$ cat src/rtl/svm_dwell_time_calc_pkg.sv
// Shared types and constants for the SVM dwell-time calculator.
package svm_dwell_time_calc_pkg;

    // Calculation sequence, one state per pipeline step of the carrier period
    typedef enum logic [3:0] {
        ST_IDLE,
        ST_SECT,
        ST_RD1,
        ST_MUL1,
        ST_RD2,
        ST_MUL2,
        ST_SUM,
        ST_ADJ,
        ST_OUT
    } state_t;

    // Sine samples are unsigned Q15
    localparam int Q15_SHIFT = 15;

    localparam logic [2:0] SECTOR_NONE = 3'd0;
    localparam logic [2:0] SECTOR_1    = 3'd1;
    localparam logic [2:0] SECTOR_2    = 3'd2;
    localparam logic [2:0] SECTOR_3    = 3'd3;
    localparam logic [2:0] SECTOR_4    = 3'd4;
    localparam logic [2:0] SECTOR_5    = 3'd5;
    localparam logic [2:0] SECTOR_6    = 3'd6;

    // Sector 1..6 from a phase that is already known to be below six spans.
    // A compare chain keeps this free of a divider.
    function automatic logic [2:0] sector_of(input int phase, input int span);
        if (phase < span)          return SECTOR_1;
        else if (phase < 2 * span) return SECTOR_2;
        else if (phase < 3 * span) return SECTOR_3;
        else if (phase < 4 * span) return SECTOR_4;
        else if (phase < 5 * span) return SECTOR_5;
        else                       return SECTOR_6;
    endfunction

endpackage

$ cat src/rtl/svm_dwell_time_calc_if.sv
// Request/acknowledge link to the external Q15 sine look-up table.
interface svm_dwell_time_calc_if;

    logic        sin_req;
    logic [9:0]  sin_idx;
    logic        sin_ack;
    logic [15:0] sin_val;

    // The calculator asks for a sample, the LUT answers
    modport master (output sin_req, sin_idx, input sin_ack, sin_val);
    modport slave  (input sin_req, sin_idx, output sin_ack, sin_val);

endinterface

$ cat src/rtl/svm_dwell_time_calc_q15_mul.sv
// Registered unsigned amplitude x Q15 multiply, result scaled back to ticks.
module svm_q15_mul
    import svm_dwell_time_calc_pkg::*;
#(
    parameter int AMP_W = 16
) (
    input  logic             clk,
    input  logic             rst_n,
    input  logic             en,
    input  logic [AMP_W-1:0] a,
    input  logic [15:0]      b,
    output logic [AMP_W:0]   p
);

    logic [AMP_W+15:0] prod;

    assign prod = (AMP_W + 16)'(a) * (AMP_W + 16)'(b);

    // Capture the truncated product whenever a fresh sine sample arrives
    always_ff @(posedge clk or negedge rst_n) begin
        if (!rst_n) begin
            p <= '0;
        end else if (en) begin
            p <= prod[AMP_W+15:Q15_SHIFT];
        end
    end

endmodule

$ cat src/rtl/svm_dwell_time_calc.sv
// Once per carrier period, converts amplitude/phase into a sector number and
// T1/T2/T0 dwell times in carrier ticks, with overmodulation limiting and
// minimum-pulse folding.
module svm_dwell_time_calc
    import svm_dwell_time_calc_pkg::*;
#(
    parameter int PWM_PERIOD  = 8000,
    parameter int AMP_MAX     = 9237,
    parameter int AMP_W       = 16,
    parameter int PHASE_W     = 16,
    parameter int PHASE_FULL  = 5760,
    parameter int SECTOR_SPAN = 960,
    parameter int T_W         = 14,
    parameter int T0_MIN      = 150,
    parameter int TX_MIN      = 300,
    parameter int MINPULSE_EN = 1
) (
    input  logic                  clk,
    input  logic                  rst_n,
    input  logic                  synchr_clk,
    input  logic                  enable,
    input  logic [AMP_W-1:0]      amplitude,
    input  logic [PHASE_W-1:0]    phase,
    svm_dwell_time_calc_if.master lut,
    output logic [2:0]            number_sector,
    output logic [T_W-1:0]        T1,
    output logic [T_W-1:0]        T2,
    output logic [T_W-1:0]        T0,
    output logic                  t_valid,
    output logic                  busy,
    output logic                  ovm,
    output logic                  overrun
);

    // Two spare bits above the amplitude keep t1+t2 and the folded sums exact
    localparam int CW = AMP_W + 2;

    state_t             state;
    logic               sync_q;
    logic               enable_q;
    logic [AMP_W-1:0]   amp_q;
    logic [PHASE_W-1:0] phase_q;
    logic [2:0]         sector_q;
    logic [9:0]         theta_q;
    logic [CW-1:0]      t1_q;
    logic [CW-1:0]      t2_q;
    logic [CW-1:0]      sum_q;

    logic               sync_fall;
    logic               start;
    logic               mul_en;
    logic [AMP_W:0]     mul_p;
    logic [AMP_W-1:0]   amp_clamped;
    logic [2:0]         sector_c;
    logic [9:0]         theta_c;
    logic [CW-1:0]      excess;
    logic [CW-1:0]      adj_t1;
    logic [CW-1:0]      adj_t2;
    logic [CW-1:0]      adj_t0;
    logic               adj_ovm;

    // Dwell times wider than the output port saturate instead of wrapping
    function automatic logic [T_W-1:0] clip_t(input logic [CW-1:0] v);
        return (v > CW'((1 << T_W) - 1)) ? '1 : v[T_W-1:0];
    endfunction

    assign sync_fall   = sync_q & ~synchr_clk;
    // enable_q blocks a start on the same cycle enable rises
    assign start       = sync_fall && enable && enable_q && (state == ST_IDLE);
    assign busy        = (state != ST_IDLE);
    assign amp_clamped = (amplitude > AMP_W'(AMP_MAX)) ? AMP_W'(AMP_MAX) : amplitude;
    assign mul_en      = lut.sin_ack && ((state == ST_RD1) || (state == ST_RD2));

    svm_q15_mul #(
        .AMP_W (AMP_W)
    ) u_mul (
        .clk   (clk),
        .rst_n (rst_n),
        .en    (mul_en),
        .a     (amp_q),
        .b     (lut.sin_val),
        .p     (mul_p)
    );

    // Sector number and angle inside the sector from the latched phase
    always_comb begin
        sector_c = sector_of(int'(phase_q), SECTOR_SPAN);
        theta_c  = 10'(int'(phase_q) - (int'(sector_c) - 1) * SECTOR_SPAN);
    end

    // Overmodulation limiting followed by minimum-pulse folding
    always_comb begin
        // NOTE: every variable gets a value before any branch, so no path can
        // leave one unassigned and turn this block into a latch.
        excess  = '0;
        adj_t1  = t1_q;
        adj_t2  = t2_q;
        adj_t0  = '0;
        adj_ovm = 1'b0;

        if (sum_q > CW'(PWM_PERIOD)) begin
            excess  = sum_q - CW'(PWM_PERIOD);
            adj_t1  = (t1_q >= (excess >> 1)) ? t1_q - (excess >> 1) : '0;
            adj_t2  = (t2_q >= (excess - (excess >> 1))) ? t2_q - (excess - (excess >> 1)) : '0;
            adj_ovm = 1'b1;
        end else begin
            adj_t0 = (CW'(PWM_PERIOD) - sum_q) >> 1;
        end

        // Only the first rule that matches is applied
        if (MINPULSE_EN != 0) begin
            if (adj_t0 < CW'(T0_MIN)) begin
                adj_t1 = adj_t1 + adj_t0;
                adj_t2 = adj_t2 + adj_t0;
                adj_t0 = '0;
            end else if (adj_t1 < CW'(TX_MIN)) begin
                adj_t2 = adj_t2 + (adj_t1 >> 1);
                adj_t0 = adj_t0 + (adj_t1 >> 1);
                adj_t1 = '0;
            end else if (adj_t2 < CW'(TX_MIN)) begin
                adj_t1 = adj_t1 + (adj_t2 >> 1);
                adj_t0 = adj_t0 + (adj_t2 >> 1);
                adj_t2 = '0;
            end
        end
    end

    // Calculation sequencer with registered results, strobes and LUT request
    always_ff @(posedge clk or negedge rst_n) begin
        if (!rst_n) begin
            state         <= ST_IDLE;
            sync_q        <= 1'b0;
            enable_q      <= 1'b0;
            amp_q         <= '0;
            phase_q       <= '0;
            sector_q      <= SECTOR_NONE;
            theta_q       <= '0;
            t1_q          <= '0;
            t2_q          <= '0;
            sum_q         <= '0;
            lut.sin_req   <= 1'b0;
            lut.sin_idx   <= '0;
            number_sector <= SECTOR_NONE;
            T1            <= '0;
            T2            <= '0;
            T0            <= '0;
            t_valid       <= 1'b0;
            ovm           <= 1'b0;
            overrun       <= 1'b0;
        end else begin
            // NOTE: non-blocking assignments here so every register samples
            // the pre-edge value of every other, independent of statement order.
            sync_q   <= synchr_clk;
            enable_q <= enable;
            t_valid  <= 1'b0;
            overrun  <= 1'b0;

            if (!enable) begin
                state         <= ST_IDLE;
                lut.sin_req   <= 1'b0;
                number_sector <= SECTOR_NONE;
                T1            <= '0;
                T2            <= '0;
                T0            <= '0;
                ovm           <= 1'b0;
            end else begin
                // A sync edge arriving mid-calculation is dropped and flagged
                if (sync_fall && busy) begin
                    overrun <= 1'b1;
                end

                unique case (state)
                    ST_IDLE: begin
                        if (start) begin
                            amp_q <= amp_clamped;
                            if (phase < PHASE_W'(PHASE_FULL)) begin
                                phase_q <= phase;
                            end
                            state <= ST_SECT;
                        end
                    end
                    ST_SECT: begin
                        sector_q    <= sector_c;
                        theta_q     <= theta_c;
                        lut.sin_idx <= 10'(SECTOR_SPAN) - theta_c;
                        lut.sin_req <= 1'b1;
                        state       <= ST_RD1;
                    end
                    ST_RD1: begin
                        if (lut.sin_ack) begin
                            lut.sin_req <= 1'b0;
                            state       <= ST_MUL1;
                        end
                    end
                    ST_MUL1: begin
                        t1_q        <= CW'(mul_p);
                        lut.sin_idx <= theta_q;
                        lut.sin_req <= 1'b1;
                        state       <= ST_RD2;
                    end
                    ST_RD2: begin
                        if (lut.sin_ack) begin
                            lut.sin_req <= 1'b0;
                            state       <= ST_MUL2;
                        end
                    end
                    ST_MUL2: begin
                        t2_q  <= CW'(mul_p);
                        state <= ST_SUM;
                    end
                    ST_SUM: begin
                        sum_q <= t1_q + t2_q;
                        state <= ST_ADJ;
                    end
                    ST_ADJ: begin
                        // Even sectors traverse their two active vectors in reverse order
                        if (sector_q[0]) begin
                            T1 <= clip_t(adj_t1);
                            T2 <= clip_t(adj_t2);
                        end else begin
                            T1 <= clip_t(adj_t2);
                            T2 <= clip_t(adj_t1);
                        end
                        T0            <= clip_t(adj_t0);
                        number_sector <= sector_q;
                        ovm           <= adj_ovm;
                        t_valid       <= 1'b1;
                        state         <= ST_OUT;
                    end
                    ST_OUT: begin
                        state <= ST_IDLE;
                    end
                    default: begin
                        state <= ST_IDLE;
                    end
                endcase
            end
        end
    end

endmodule

$ cat src/flat_wrapper.sv
// flat-port wrapper written by rule: the top's interface ports become plain ports
module svm_dwell_time_calc_flat import svm_dwell_time_calc_pkg::*;
#(
    parameter int PWM_PERIOD  = 8000,
    parameter int AMP_MAX     = 9237,
    parameter int AMP_W       = 16,
    parameter int PHASE_W     = 16,
    parameter int PHASE_FULL  = 5760,
    parameter int SECTOR_SPAN = 960,
    parameter int T_W         = 14,
    parameter int T0_MIN      = 150,
    parameter int TX_MIN      = 300,
    parameter int MINPULSE_EN = 1
)
  (clk, rst_n, synchr_clk, enable, amplitude, phase, number_sector, T1, T2, T0, t_valid, busy, ovm, overrun, lut_sin_req, lut_sin_idx, lut_sin_ack, lut_sin_val);
  svm_dwell_time_calc_if lut_i ();
  input  logic clk;
  input  logic rst_n;
  input  logic synchr_clk;
  input  logic enable;
  input  logic [AMP_W-1:0] amplitude;
  input  logic [PHASE_W-1:0] phase;
  output logic [2:0] number_sector;
  output logic [T_W-1:0] T1;
  output logic [T_W-1:0] T2;
  output logic [T_W-1:0] T0;
  output logic t_valid;
  output logic busy;
  output logic ovm;
  output logic overrun;
  output wire logic [$bits(lut_i.sin_req)-1:0] lut_sin_req;
  output wire logic [$bits(lut_i.sin_idx)-1:0] lut_sin_idx;
  input wire logic [$bits(lut_i.sin_ack)-1:0] lut_sin_ack;
  input wire logic [$bits(lut_i.sin_val)-1:0] lut_sin_val;
  assign lut_sin_req = lut_i.sin_req;
  assign lut_sin_idx = lut_i.sin_idx;
  assign lut_i.sin_ack = lut_sin_ack;
  assign lut_i.sin_val = lut_sin_val;
  svm_dwell_time_calc #(.PWM_PERIOD(PWM_PERIOD), .AMP_MAX(AMP_MAX), .AMP_W(AMP_W), .PHASE_W(PHASE_W), .PHASE_FULL(PHASE_FULL), .SECTOR_SPAN(SECTOR_SPAN), .T_W(T_W), .T0_MIN(T0_MIN), .TX_MIN(TX_MIN), .MINPULSE_EN(MINPULSE_EN)) u_core (.clk(clk), .rst_n(rst_n), .synchr_clk(synchr_clk), .enable(enable), .amplitude(amplitude), .phase(phase), .lut(lut_i), .number_sector(number_sector), .T1(T1), .T2(T2), .T0(T0), .t_valid(t_valid), .busy(busy), .ovm(ovm), .overrun(overrun));
endmodule
$ cat config.mk
export PLATFORM = sky130hd
export DESIGN_NAME = svm_dwell_time_calc_flat
export DESIGN_NICKNAME = d
export VERILOG_FILES = /design/src/rtl/svm_dwell_time_calc_pkg.sv /design/src/rtl/svm_dwell_time_calc_if.sv /design/src/rtl/svm_dwell_time_calc_q15_mul.sv /design/src/rtl/svm_dwell_time_calc.sv /design/src/flat_wrapper.sv
export SDC_FILE = /design/constraint.sdc
export NUM_CORES = 1
export LEC_CHECK = 0
export CORE_MARGIN = 2
export CORE_UTILIZATION = 45
export DETAILED_ROUTE_END_ITERATION = 7
export SYNTH_ARGS = -nofsm -noshare
export SYNTH_HDL_FRONTEND = slang
export SYNTH_SLANG_ARGS = --single-unit
export TNS_END_PERCENT = 20
$ cat constraint.sdc
create_clock -name clk -period 8.2 [get_ports clk]
set_input_delay 1.23 -clock clk [delete_from_list [all_inputs] [get_ports clk]]
set_output_delay 1.23 -clock clk [all_outputs]
set_load 0.005 [all_outputs]
==> After elaboration in Yosys (flattened, before gate mapping) <==
Cells that the tools add are included.
{ "totals": {"regBits": 179, "in_bits": 53, "elab_cells": 137} }
{ "op_classes": {"add_sub_neg": 15, "n_mul": 2, "n_lt_le_gt_ge": 16, "n_eq_ne": 13, "muxes": 49, "n_bitwise": 2, "reduce_logical": 20} }
{ "ops": {"columns": ["cell", "n"], "rows": [
  ["18-bit two-way mux", 13],
  ["14-bit two-way mux", 11],
  ["18-bit by 17-bit adder with 18-bit output", 4],
  ["17-bit by 17-bit adder with 18-bit output", 3],
  ["18-bit by 14-bit > comparator with 1-bit output, second input constant", 3],
  ["18-bit by 9-bit less-than comparator with 1-bit output, second input constant", 2],
  ["16-bit by 12-bit less-than comparator with 1-bit output, second input constant", 2],
  ["16-bit by 13-bit less-than comparator with 1-bit output, second input constant", 2],
  ["16-bit by 16-bit multiplier with 32-bit output", 1],
  ["32-bit by 5-bit multiplier with 4-bit output, second input constant", 1],
  ["4-bit one-hot mux with 8 select lines", 1],
  ["10-bit one-hot mux with 2 select lines", 1],
  ["17-bit by 18-bit >= comparator with 1-bit output", 1],
  ["18-bit by 13-bit > comparator with 1-bit output, second input constant", 1],
  ["3-bit two-way mux", 6],
  ["13-bit by 18-bit subtractor with 18-bit output, first input constant", 1],
  ["17-bit by 17-bit subtractor with 18-bit output", 1],
  ["17-bit by 18-bit subtractor with 18-bit output", 1],
  ["18-bit by 13-bit subtractor with 18-bit output, second input constant", 1],
  ["18-bit by 17-bit subtractor with 18-bit output", 1],
  ["17-bit >= comparator", 1],
  ["17-bit by 8-bit less-than comparator with 1-bit output, second input constant", 1],
  ["17-bit two-way mux", 1],
  ["4-bit by 3-bit == test with 1-bit output, second input constant", 4],
  ["27 further kinds", 53]
]} }

==> Depth between registers and ports, before layout <==
Gate-level depths: netlist of run 1.
{ "depth": {"ltp_word": 14, "mapped_depth": 42, "depth_no_buf": 42} }

==> By module <==
From an unflattened synthesis of run 1, not the netlist that was laid out.
{ "unflattened": {"cells_unflattened": 3161, "hier_area_um2": 26260.2} }
{ "modules_own_cells": {"columns": ["module", "n_inst", "cells_per_inst", "area_per_inst_um2"], "rows": [
  ["svm_dwell_time_calc", 1, 2147, 17290.3],
  ["svm_q15_mul", 1, 1014, 8969.9]
]} }

==> Worst setup path before layout of run 1 <==
No wires, ideal clock.
{ "synth_path": {"path_type": "reg-to-reg", "from": "register u_core.sum_q[6]", "to": "register u_core.T1[4]", "setup_ns": 0.139, "arrival_time_ns": 7.971, "path_slack_ns": 0.089, "stages_incl_launch_ff": 43, "n_path_buf": 2, "cell_sequence": "dfrtp_1 -> buf_2 -> inv_1 -> ha_1 -> buf_6 -> xnor2_1 -> inv_1 -> ha_1 -> or2_2 -> o31a_1 -> o41ai_1 -> a211oi_1 -> nor2_1 -> nor2_1 -> a21oi_1 -> xnor2_1 -> ha_1 -> a21oi_1 -> [7 not listed] -> a2bb2oi_1 -> inv_1 -> ha_1 -> inv_1 -> fa_1 -> nor2b_1 -> o31a_1 -> o21a_1 -> o21a_1 -> o21a_1 -> a311oi_1 -> o31ai_1 -> or2_2 -> a21oi_1 -> nand3_1 -> or3_1 -> a32oi_1 -> o211ai_1"} }
{ "synth_via": {"elab_chain_cells": 14, "word_cells_on_any_way": 33, "cone_classes": "add/sub: 9; order compare: 8; mux: 16"} }
{ "synth_rtl": {"columns": ["element", "line_no", "rtl"], "rows": [
  ["start, declared", "svm_dwell_time_calc.sv:47", "logic [CW-1:0] sum_q;"],
  ["start signal, assigned", "svm_dwell_time_calc.sv:212", "sum_q <= t1_q + t2_q;"],
  ["18-bit by 13-bit subtractor with 18-bit output", "svm_dwell_time_calc.sv:102", "excess = sum_q - CW'(PWM_PERIOD);"],
  ["18-bit by 17-bit subtractor with 18-bit output", "svm_dwell_time_calc.sv:104", "adj_t2 = (t2_q >= (excess - (excess >> 1))) ? t2_q - (excess - (excess >> 1)) : '0;"],
  ["17-bit by 18-bit subtractor with 18-bit output or 17-bit by 18-bit >= comparator with 1-bit output (tied branches)", "svm_dwell_time_calc.sv:104", null],
  ["18-bit two-way mux", "svm_dwell_time_calc.sv:104", null],
  ["18-bit two-way mux", "svm_dwell_time_calc.sv:101", "if (sum_q > CW'(PWM_PERIOD)) begin"],
  ["18-bit by 17-bit adder with 18-bit output or 18-bit by 9-bit less-than comparator with 1-bit output (tied branches)", "svm_dwell_time_calc.sv:121, svm_dwell_time_calc.sv:120", null],
  ["18-bit two-way mux", "svm_dwell_time_calc.sv:120", "end else if (adj_t2 < CW'(TX_MIN)) begin"],
  ["18-bit two-way mux", "svm_dwell_time_calc.sv:116", "end else if (adj_t1 < CW'(TX_MIN)) begin"],
  ["18-bit two-way mux", "svm_dwell_time_calc.sv:112", "if (adj_t0 < CW'(T0_MIN)) begin"],
  ["18-bit by 14-bit > comparator with 1-bit output", "svm_dwell_time_calc.sv:64", "return (v > CW'((1 << T_W) - 1)) ? '1 : v[T_W-1:0];"],
  ["14-bit two-way mux", "svm_dwell_time_calc.sv:64", null],
  ["14-bit two-way mux *", "svm_dwell_time_calc.sv:217", "if (sector_q[0]) begin"],
  ["14-bit two-way mux *", "svm_dwell_time_calc.sv:172", "unique case (state)"],
  ["14-bit two-way mux *", "svm_dwell_time_calc.sv:158", "if (!enable) begin"],
  ["end signal, assigned", "svm_dwell_time_calc.sv:218", "T1 <= clip_t(adj_t1);"],
  ["end signal, assigned", "svm_dwell_time_calc.sv:221", "T1 <= clip_t(adj_t2);"],
  ["end, declared", "svm_dwell_time_calc.sv:26", "output logic [T_W-1:0] T1,"]
]} }
Mark *: on every way between the ends. The rest lies on a longest branch, timed or not. The select of a mux whose other input is x is not followed.
A chain may end at the register's enable or synchronous reset.

==> Final worst setup path of run 1 <==
{ "layout_path": {"from": "register u_core.sum_q[1]", "to": "register u_core.T1[8]"} }
Same word-level chain as after synthesis.

==> metrics.md, run 1 <==
| Metric | Value |
|---|---|
| Slew @ Worst Pin | `~1.1 ns` |
| Post-DRT Antenna Nets | `0` |
| Max-slew headroom | `roughly 23%` |
| Initial Utilization | `45.7%` |
| I/O Buffers | `~110` |
| CP Launch Type | `flip-flop` |
| Clk network pwr share | `11.9%` |
| Dpl ws | `-0.318 ns` |
| Reg2reg end | `u_core.T1[8]` |
| Post-DR wirelength/cell | `19.9 um` |
| Setup slack after layout | `0.182 ns` |
| Clk Tree Root Cell | `clkbuf_16` |
| Overflow after GRT | `0` |
| Htree depth | `4` |
| Total CTS buffers | `17` |
| Final Slew Violations | `0` |
| Worst setup path class | `flip-flop to flip-flop` |
| Placed Area | `approximately 0.028 mm2` |
| Fin. Hold Viols | `0` |
| Yosys warns | `0` |
| Initial antenna violation count | `1` |
| Main synth FF type | `dfrtp_1` |
| Number of global-route vias before repair | `22400` |
| Placeable Area | `0.0553 mm2` |
| DR DRC count | `0` |
| Yosys reg bits | `between 150 and 200` |
| Comb power frac | `71.2%` |
| WHS | `0.482 ns` |
| Vias | `around 22000` |
| Most frequent CP cell | `o21a_1` |
| Diodes inserted | `0` |
| Die X | `241 um` |
| Fin crit period | `8.02 ns` |
| TritonCTS clock tree | `done` |
| Synth cell types | `111` |
| Outcome | `complete, no violations` |
| Setup TNS | `0 ns` |
| Final instance area | `0.0291 mm2` |
| Worst EP arrival | `8.35 ns` |
| Reg2Reg Setup Slack | `about 0.18 ns` |
| Total Power | `about 7.2 mW` |
| Syn Inst Count | `2942` |
| Clk pin slew, worst setup/hold paths | `0.08 ns` |
| Fin Clk Skew | `0.0147 ns` |
| Initial DRC count | `around 1700` |
| Layout fillers | `5169` |
| WP data required | `8.53 ns` |
| Switch Pwr | `3.56 mW` |
| Sequential share of the synthesized area | `17.7%` |
| Peak supply drop | `just under 0.2 mV` |
| Final HPWL DP | `62900 um` |
| Power per Cell Area | `247 mW/mm2` |
| Die area | `0.0580 mm2` |
| Clk sink count | `179` |
| Drt pass-1 iters | `5` |
| Post-layout util | `~53%` |
| Asr flop ratio synth | `100%` |
| Drt total wl | `77400 um` |
| Gpl congestion | `0.960` |
| Sequential power share | `16.9%` |
| Slowest-stage cell, CP | `dfrtp_1` |
| # IOs | `113` |
| Final setup viols | `0` |
| GRT Total Usage | `26.9%` |
| Pleak | `14.0 nW` |
| Slowest Stage Delay on Critical Path | `roughly 0.43 ns` |
| RSZ-0062 raised after global routing | `yes` |
| WHS Endpoint | `u_core.theta_q[5]` |
| Placed cells | `3831` |
| Worst hold start | `u_core.theta_q[5]` |
| Setup crit end kind | `flip-flop` |
| Vias/cell | `5.75` |
| Share of cells above drive strength 1 | `11.8%` |
| Post-Layout Cell Count | `3880` |
| Core Rows | `86` |
| Max capacitance violation total | `0` |
| First-pass GRT wire length | `123000 um` |
| Pin count of the biggest net entering global routing | `81` |
| Synth-to-layout area growth | `15.2%` |
| Internal power | `3.63 mW` |
| Post-CTS Hold Buffers | `0` |
| Synthesized cell area | `0.0253 mm2` |
| Worst reg-to-reg path cell count | `39` |
| Clock tree buffer depth | `2` |
| Worst-Skew Late Latency | `0.48 ns` |
| Hold crit path type | `flip-flop to flip-flop` |
| NumNets Final | `roughly 3600` |
| Maximum clock rate | `125 MHz` |
| Hold path cells | `2` |
| Die height | `241 um` |
| Post-synth EDFFs | `0` |
| Switching share of power | `49.5%` |
| Synthesized area per cell | `around 8.6 um2` |
| Period utilisation layout | `97.8%` |
| Worst Path Max Fanout | `8` |
| R2R Path Start | `u_core.sum_q[1]` |
[cells by family (layout without fill, tap and decap cells)]
group | after synthesis | after routing | synth area share, %
muxes | 63 | 63 | 2.77
other | 1 | 8 | 0.0149
buffers and inverters | 429 | 612 | 6.73
and+or+nand+nor | 940 | 940 | 17.8
DFF | 179 | 179 | 17.7
adders and majority gates | 481 | 481 | 29.9
AOI/OAI and AO/OA | 671 | 671 | 18.4
xor gates and xnor gates | 178 | 178 | 6.59
[synthesized netlist by cell type, types with 6 or more instances]
library cell | number | area share [%]
or4_1 | 6 | 0.18
dfrtp_1 | 179 | 18
a221oi_1 | 7 | 0.24
buf_4 | 8 | 0.24
buf_1 | 8 | 0.12
nand2_1 | 375 | 5.6
o31ai_1 | 15 | 0.45
o22ai_1 | 14 | 0.35
nor2_1 | 156 | 2.3
nand2b_1 | 21 | 0.52
or2_2 | 12 | 0.30
nor2b_1 | 27 | 0.67
or3_1 | 22 | 0.55
nor4_1 | 13 | 0.32
a21o_1 | 42 | 1.2
mux2i_1 | 11 | 0.44
xor2_1 | 71 | 2.5
o31a_1 | 7 | 0.24
a32oi_1 | 17 | 0.59
a22o_1 | 29 | 1.0
a211o_1 | 7 | 0.24
o21ai_0 | 138 | 2.7
a211oi_1 | 29 | 0.86
fa_1 | 204 | 16
nor3_1 | 71 | 1.4
and3_1 | 19 | 0.47
mux2_2 | 51 | 2.3
o211ai_1 | 38 | 1.1
o21a_1 | 31 | 0.92
a21oi_1 | 137 | 2.7
xnor2_1 | 98 | 3.4
o2111ai_1 | 10 | 0.35
and2_1 | 113 | 2.8
nand3b_1 | 8 | 0.24
clkbuf_1 | 83 | 1.2
o21bai_1 | 16 | 0.48
nand3_1 | 55 | 1.1
buf_2 | 17 | 0.34
inv_1 | 306 | 4.5
a2bb2oi_1 | 7 | 0.24
a21boi_0 | 9 | 0.27
nand4_1 | 15 | 0.37
a31oi_1 | 21 | 0.52
ha_1 | 273 | 14
[power groups by stage]
stage	Combinational, mW	Sequential (mW)	Clock [mW]
4_1_cts	5.07	1.21	0.875
5_1_grt	5.80	1.23	0.904
3_5_place_dp	5.01	1.23	0
2_1_floorplan	3.77	1.10	0
3_3_place_gp	4.92	1.22	0
6_report	5.12	1.22	0.853
[placed cells by master, fill, tap and decap left out, types with 38 or more instances in the layout]
cell,Yosys,routed
buf_4,8,152
nor3_1,71,70
dfrtp_1,179,179
o21ai_0,138,128
o211ai_1,38,38
and2_1,113,112
nand3_1,55,54
clkdlybuf4s50_1,0,111
nor2_1,156,155
ha_1,273,265
xor2_1,71,71
nand2_1,375,375
a21o_1,42,42
mux2_2,51,51
xnor2_1,98,97
a21oi_1,137,119
inv_1,306,304
fa_1,204,201
[metal layers]
| layer | routed length (um) | GRT usage [%] | up-vias |
|---|---|---|---|
| met5 | 9 | 0 | - |
| met4 | 2980 | 11.1 | 2 |
| met3 | 3390 | 3.25 | 170 |
| met2 | 36600 | 44.7 | 616 |
| met1 | 34400 | 35.7 | 11000 |
| li1 | - | - | 10500 |
[layout make-up]
cell class / instances / area (um2) / area share, %
Timing Repair Buffer: 272 / 2370 / 8.17
Sequential cell: 179 / 4480 / 15.4
Clock buffer: 18 / 429 / 1.48
Tap cell: 748 / 936 / 3.22
Inverter: 308 / 1160 / 3.98
Clock inverter: 14 / 164 / 0.564
Multi-Input combinational cell: 2341 / 19500 / 67.2
[worst max path at each step]
stage                         start           end
floorplan           u_core.sum_q[6]  u_core.T1[4]
global placement    u_core.sum_q[0]  u_core.T1[4]
detailed placement  u_core.sum_q[0]  u_core.T1[8]
CTS                 u_core.sum_q[0]  u_core.T1[4]
global route        u_core.sum_q[1]  u_core.T2[8]
finish              u_core.sum_q[1]  u_core.T1[8]
[registers in the layout (all words and copies together), names as in the netlist, 3 cells and up]
register	cells
u_core.t2_q	17
u_core.T0	14
u_core.state	4
u_core.sum_q	18
u_core.number_sector	3
u_core.t1_q	17
u_core.phase_q	16
u_core.u_mul.p	17
u_core.T1	14
u_core.sector_q	3
u_core.T2	14
u_core.amp_q	16
u_core.lut.sin_idx	10
u_core.theta_q	10
[critical path: cells and delay by family, from the launching register on]
family,cells,cell delay (ns)
XOR/XNOR,1,0.18
flip-flops,1,0.43
AND/OR/NAND/NOR,8,1.62
AO/OA/AOI/OAI,22,3.89
buffers and inverters,3,0.47
multiplexers,1,0.15
adder cells (fa/ha/maj),4,1.13
[timing repair]
item / 4_1_cts / 5_1_grt
pin swaps: 1 / 58
buffers inserted: 1 / 14
resized for setup: 13 / 88
gates cloned: 0 / 2
endpoints found under the setup margin: 42 / 42
No activity file was read; power rests on OpenSTA's default activity.
==> inputs of run 2 (changes only) <==
--- a/config.mk
+++ b/config.mk
@@ -5,9 +5,11 @@
 export SDC_FILE = /design/constraint.sdc
 export NUM_CORES = 1
 export LEC_CHECK = 0
+export ABC_AREA = 1
 export CORE_MARGIN = 2
 export CORE_UTILIZATION = 45
 export DETAILED_ROUTE_END_ITERATION = 7
+export SKIP_CTS_REPAIR_TIMING = 1
 export SYNTH_ARGS = -nofsm -noshare
 export SYNTH_HDL_FRONTEND = slang
 export SYNTH_SLANG_ARGS = --single-unit
==> constraint.sdc (replaced) <==
create_clock -name clk -period 10.2 [get_ports clk]
set_input_delay 1.53 -clock clk [delete_from_list [all_inputs] [get_ports clk]]
set_output_delay 1.53 -clock clk [all_outputs]
set_load 0.005 [all_outputs]
==> run 2 against run 1 <==
First-iteration DRC count down 0.48%; clock-buffer cell count fell by 1; maximum frequency fell by 3.6%; synthesized area increased by 0.95%; via count rose by 3.1%; global-route usage fell by 0.87 points; die area up 0.94%; critical path depth increased by 8.
==> metrics.md, run 2 <==
| Metric | Value |
|---|---|
| Drt pass-1 iters | `6 (was 5)` |
| Most numerous cell in the Yosys netlist | `nand2_1 (unchanged)` |
| Area contributors post-synth | `dfrtp_1, fa_1, nand2_1, ha_1, inv_1 (was dfrtp_1, fa_1, ha_1, nand2_1, inv_1)` |
| Max-slew headroom | `22.2% (was 23.2%)` |
| Htree depth | `4 (unchanged)` |
| Sequential share of the synthesized area | `17.6% (was 17.7%)` |
| Synthesized cell area | `0.0255 mm2 (was 0.0253 mm2)` |
| Worst reg-to-reg path cell count | `47 (was 39)` |
| Synthesized area per cell | `7.07 um2 (was 8.58 um2)` |
| Maximum clock rate | `120 MHz (was 125 MHz)` |
| Worst-Skew Late Latency | `0.49 ns (was 0.48 ns)` |
| Initial DRC count | `1642 (was 1650)` |
| Reg2Reg Setup Slack | `1.89 ns (was 0.18 ns)` |
| Final setup viols | `0 (unchanged)` |
| Number of global-route vias before repair | `22400 (about the same)` |
| First-pass GRT wire length | `122000 um (was 123000 um)` |
| Setup crit end kind | `flip-flop (unchanged)` |
| Slew @ Worst Pin | `1.16 ns (was 1.15 ns)` |
| Synth-to-layout area growth | `9.10% (was 15.2%)` |
| Die height | `242 um (was 241 um)` |
| Layout fillers | `5778 (was 5169)` |
| Share of the synthesized area in the top cell type | `17.6% (was 17.7%)` |
| Vias | `23000 (was 22300)` |
| Gpl congestion | `1.01 (was 0.960)` |
| Clock tree buffer depth | `2 (unchanged)` |
| Final Slew Violations | `0 (unchanged)` |
| Worst setup path class | `flip-flop to flip-flop (unchanged)` |
| Top reg by flops | `u_core.sum_q (unchanged)` |
| WHS Endpoint | `u_core.T0[12] (was u_core.theta_q[5])` |
| Fin. Hold Viols | `0 (unchanged)` |
| Fin Clk Skew | `0.0194 ns (was 0.0147 ns)` |
| Clk Tree Root Cell | `clkbuf_16 (unchanged)` |
| DR DRC count | `0 (unchanged)` |
| Max capacitance violation total | `0 (unchanged)` |
| Cell taking the most area after synthesis | `dfrtp_1 (unchanged)` |
| Most frequent CP cell | `nand2_1 (was o21a_1)` |
| R2R Path Start | `u_core.sum_q[1] (unchanged)` |
| Syn Inst Count | `3606 (was 2942)` |
| Max reg flops | `18 (unchanged)` |
| Worst Path Max Fanout | `14 (was 8)` |
| WP data required | `10.62 ns (was 8.53 ns)` |
| Final HPWL DP | `60000 um (was 62900 um)` |
| Worst EP arrival | `8.73 ns (was 8.35 ns)` |
| Main synth FF type | `dfrtp_1 (unchanged)` |
| Reg2reg end | `u_core.T1[0] (was u_core.T1[8])` |
| Hold crit path type | `flip-flop to flip-flop (unchanged)` |
| Die area | `0.0586 mm2 (was 0.0580 mm2)` |
| Setup TNS | `0 ns (unchanged)` |
| Outcome | `complete, no violations (unchanged)` |
| Drt total wl | `74700 um (was 77400 um)` |
| Post-DR wirelength/cell | `16.9 um (was 19.9 um)` |
| Overflow after GRT | `0 (unchanged)` |
| Hold path cells | `2 (unchanged)` |
| Yosys reg bits | `179 (unchanged)` |
| Diodes inserted | `0 (unchanged)` |
| Synth cell types | `58 (was 111)` |
| RSZ-0062 raised after global routing | `no (was yes)` |
| Vias/cell | `5.21 (was 5.75)` |
| Worst hold start | `u_core.T0[12] (was u_core.theta_q[5])` |
| Post-DRT Antenna Nets | `0 (unchanged)` |
| GRT Total Usage | `26.0% (was 26.9%)` |
| TritonCTS clock tree | `done (unchanged)` |
| Yosys warns | `0 (unchanged)` |
| Post-synth EDFFs | `0 (unchanged)` |
| Initial antenna violation count | `0 (was 1)` |
| Initial Utilization | `45.4% (was 45.7%)` |
| CP Launch Type | `flip-flop (unchanged)` |
| Period utilisation layout | `81.5% (was 97.8%)` |
| Slowest-stage cell, CP | `dfrtp_1 (unchanged)` |
| CP startpoint | `u_core.sum_q[1] (unchanged)` |
| Fin crit period | `8.31 ns (was 8.02 ns)` |
| # IOs | `113 (unchanged)` |
| Die X | `242 um (was 241 um)` |
| Share of cells above drive strength 1 | `4.07% (was 11.8%)` |
| Clk pin slew, worst setup/hold paths | `0.08 ns (about the same)` |
| Placeable Area | `0.0562 mm2 (was 0.0553 mm2)` |
| Commonest non-fill, non-tap cell in the layout | `nand2_1 (unchanged)` |
| Total CTS buffers | `17 (unchanged)` |
| Asr flop ratio synth | `100% (unchanged)` |
| Commonest cells after routing, fill and taps aside | `nand2_1, inv_1, ha_1 (unchanged)` |
| Clk sink count | `179 (unchanged)` |
| I/O Buffers | `112 (unchanged)` |
| Slowest Stage Delay on Critical Path | `0.44 ns (was 0.43 ns)` |
| Pin count of the biggest net entering global routing | `71 (was 81)` |
| NumNets Final | `4175 (was 3649)` |
| Commonest cells post-synth | `nand2_1, inv_1, ha_1 (unchanged)` |
| Core Rows | `87 (was 86)` |
[run 2: changes by cell type after synthesis, sizes merged, moves of 70 or more]
cell	before	now
nand2	376	1069
inv	307	592
nand3	55	214
and2	115	3
a21oi	139	211
nor2	156	226
[run 2: area by class of cell]
type,instances,area (um2),share of cell area [%]
Timing Repair Buffer,134,1290,4.64
Sequential cell,179,4480,16.1
Clock buffer,17,425,1.53
Inverter,594,2230,8.03
Clock inverter,14,139,0.499
Tap cell,756,946,3.40
Multi-Input combinational cell,2719,18300,65.8
[run 2: cell families (layout without fill, tap and decap cells)]
family	Yosys count	after routing	synth area share (%)
buffers and inverters	715	759	10.8
other	1	8	0.0147
DFF	179	179	17.6
xor gates and xnor gates	146	146	5.02
adders and majority gates	477	477	29.4
and+or+nand+nor	1595	1595	26.2
AOI/OAI and AO/OA	486	486	10.7
muxes	7	7	0.309
[run 2: critical path, delay by kind of cell (launching register included)]
kind            cells  cell delay [ns]
xor+xnor            1             0.14
simple gates       22             2.59
fa+ha+maj           5             1.65
buf+inv             4             0.39
compound gates     15             3.05
flops               1             0.44
[run 2: worst max path at each step]
stage,end,cells past startpoint,slack (ns)
after detailed placement,u_core.u_mul.p[14],26,1.55
after CTS,u_core.T1[0],47,2.07
after global routing,u_core.T0[6],47,1.00
after floorplan,u_core.u_mul.p[14],31,2.73
after global placement,u_core.u_mul.p[14],26,1.61
final,u_core.T1[0],47,1.89
[run 2: per-stage QoR]
| step | worst slack (ns) | utilization [%] | instances | area, um2 | hold slack (ns) |
|---|---|---|---|---|---|
| after global routing | 1.00 | 49.5 | 4413 | 27800 | 0.503 |
| after CTS | 2.07 | 49.5 | 4413 | 27800 | 0.487 |
| after detailed placement | 1.55 | 48.5 | 4382 | 27200 | 0.466 |
| after floorplan | 2.73 | - | 3613 | 25500 | 0.448 |
| final | 1.89 | 49.5 | 4413 | 27800 | 0.480 |
| after global placement | 1.61 | 48.5 | 4382 | 27200 | 0.463 |
[run 2: layer usage]
| layer | up-vias | global-route usage, % | wire, um |
|---|---|---|---|
| li1 | 11500 | - | - |
| met1 | 10800 | 35.4 | 34500 |
| met2 | 648 | 42.8 | 34200 |
| met3 | 77 | 4.58 | 4530 |
| met4 | 0 | 6.94 | 1540 |
| met5 | - | 0 | 0 |
Power of run 2 is left out: the tool's default activity adds up to more than one toggle a clock period on the data nets, which glitch-free logic cannot reach.
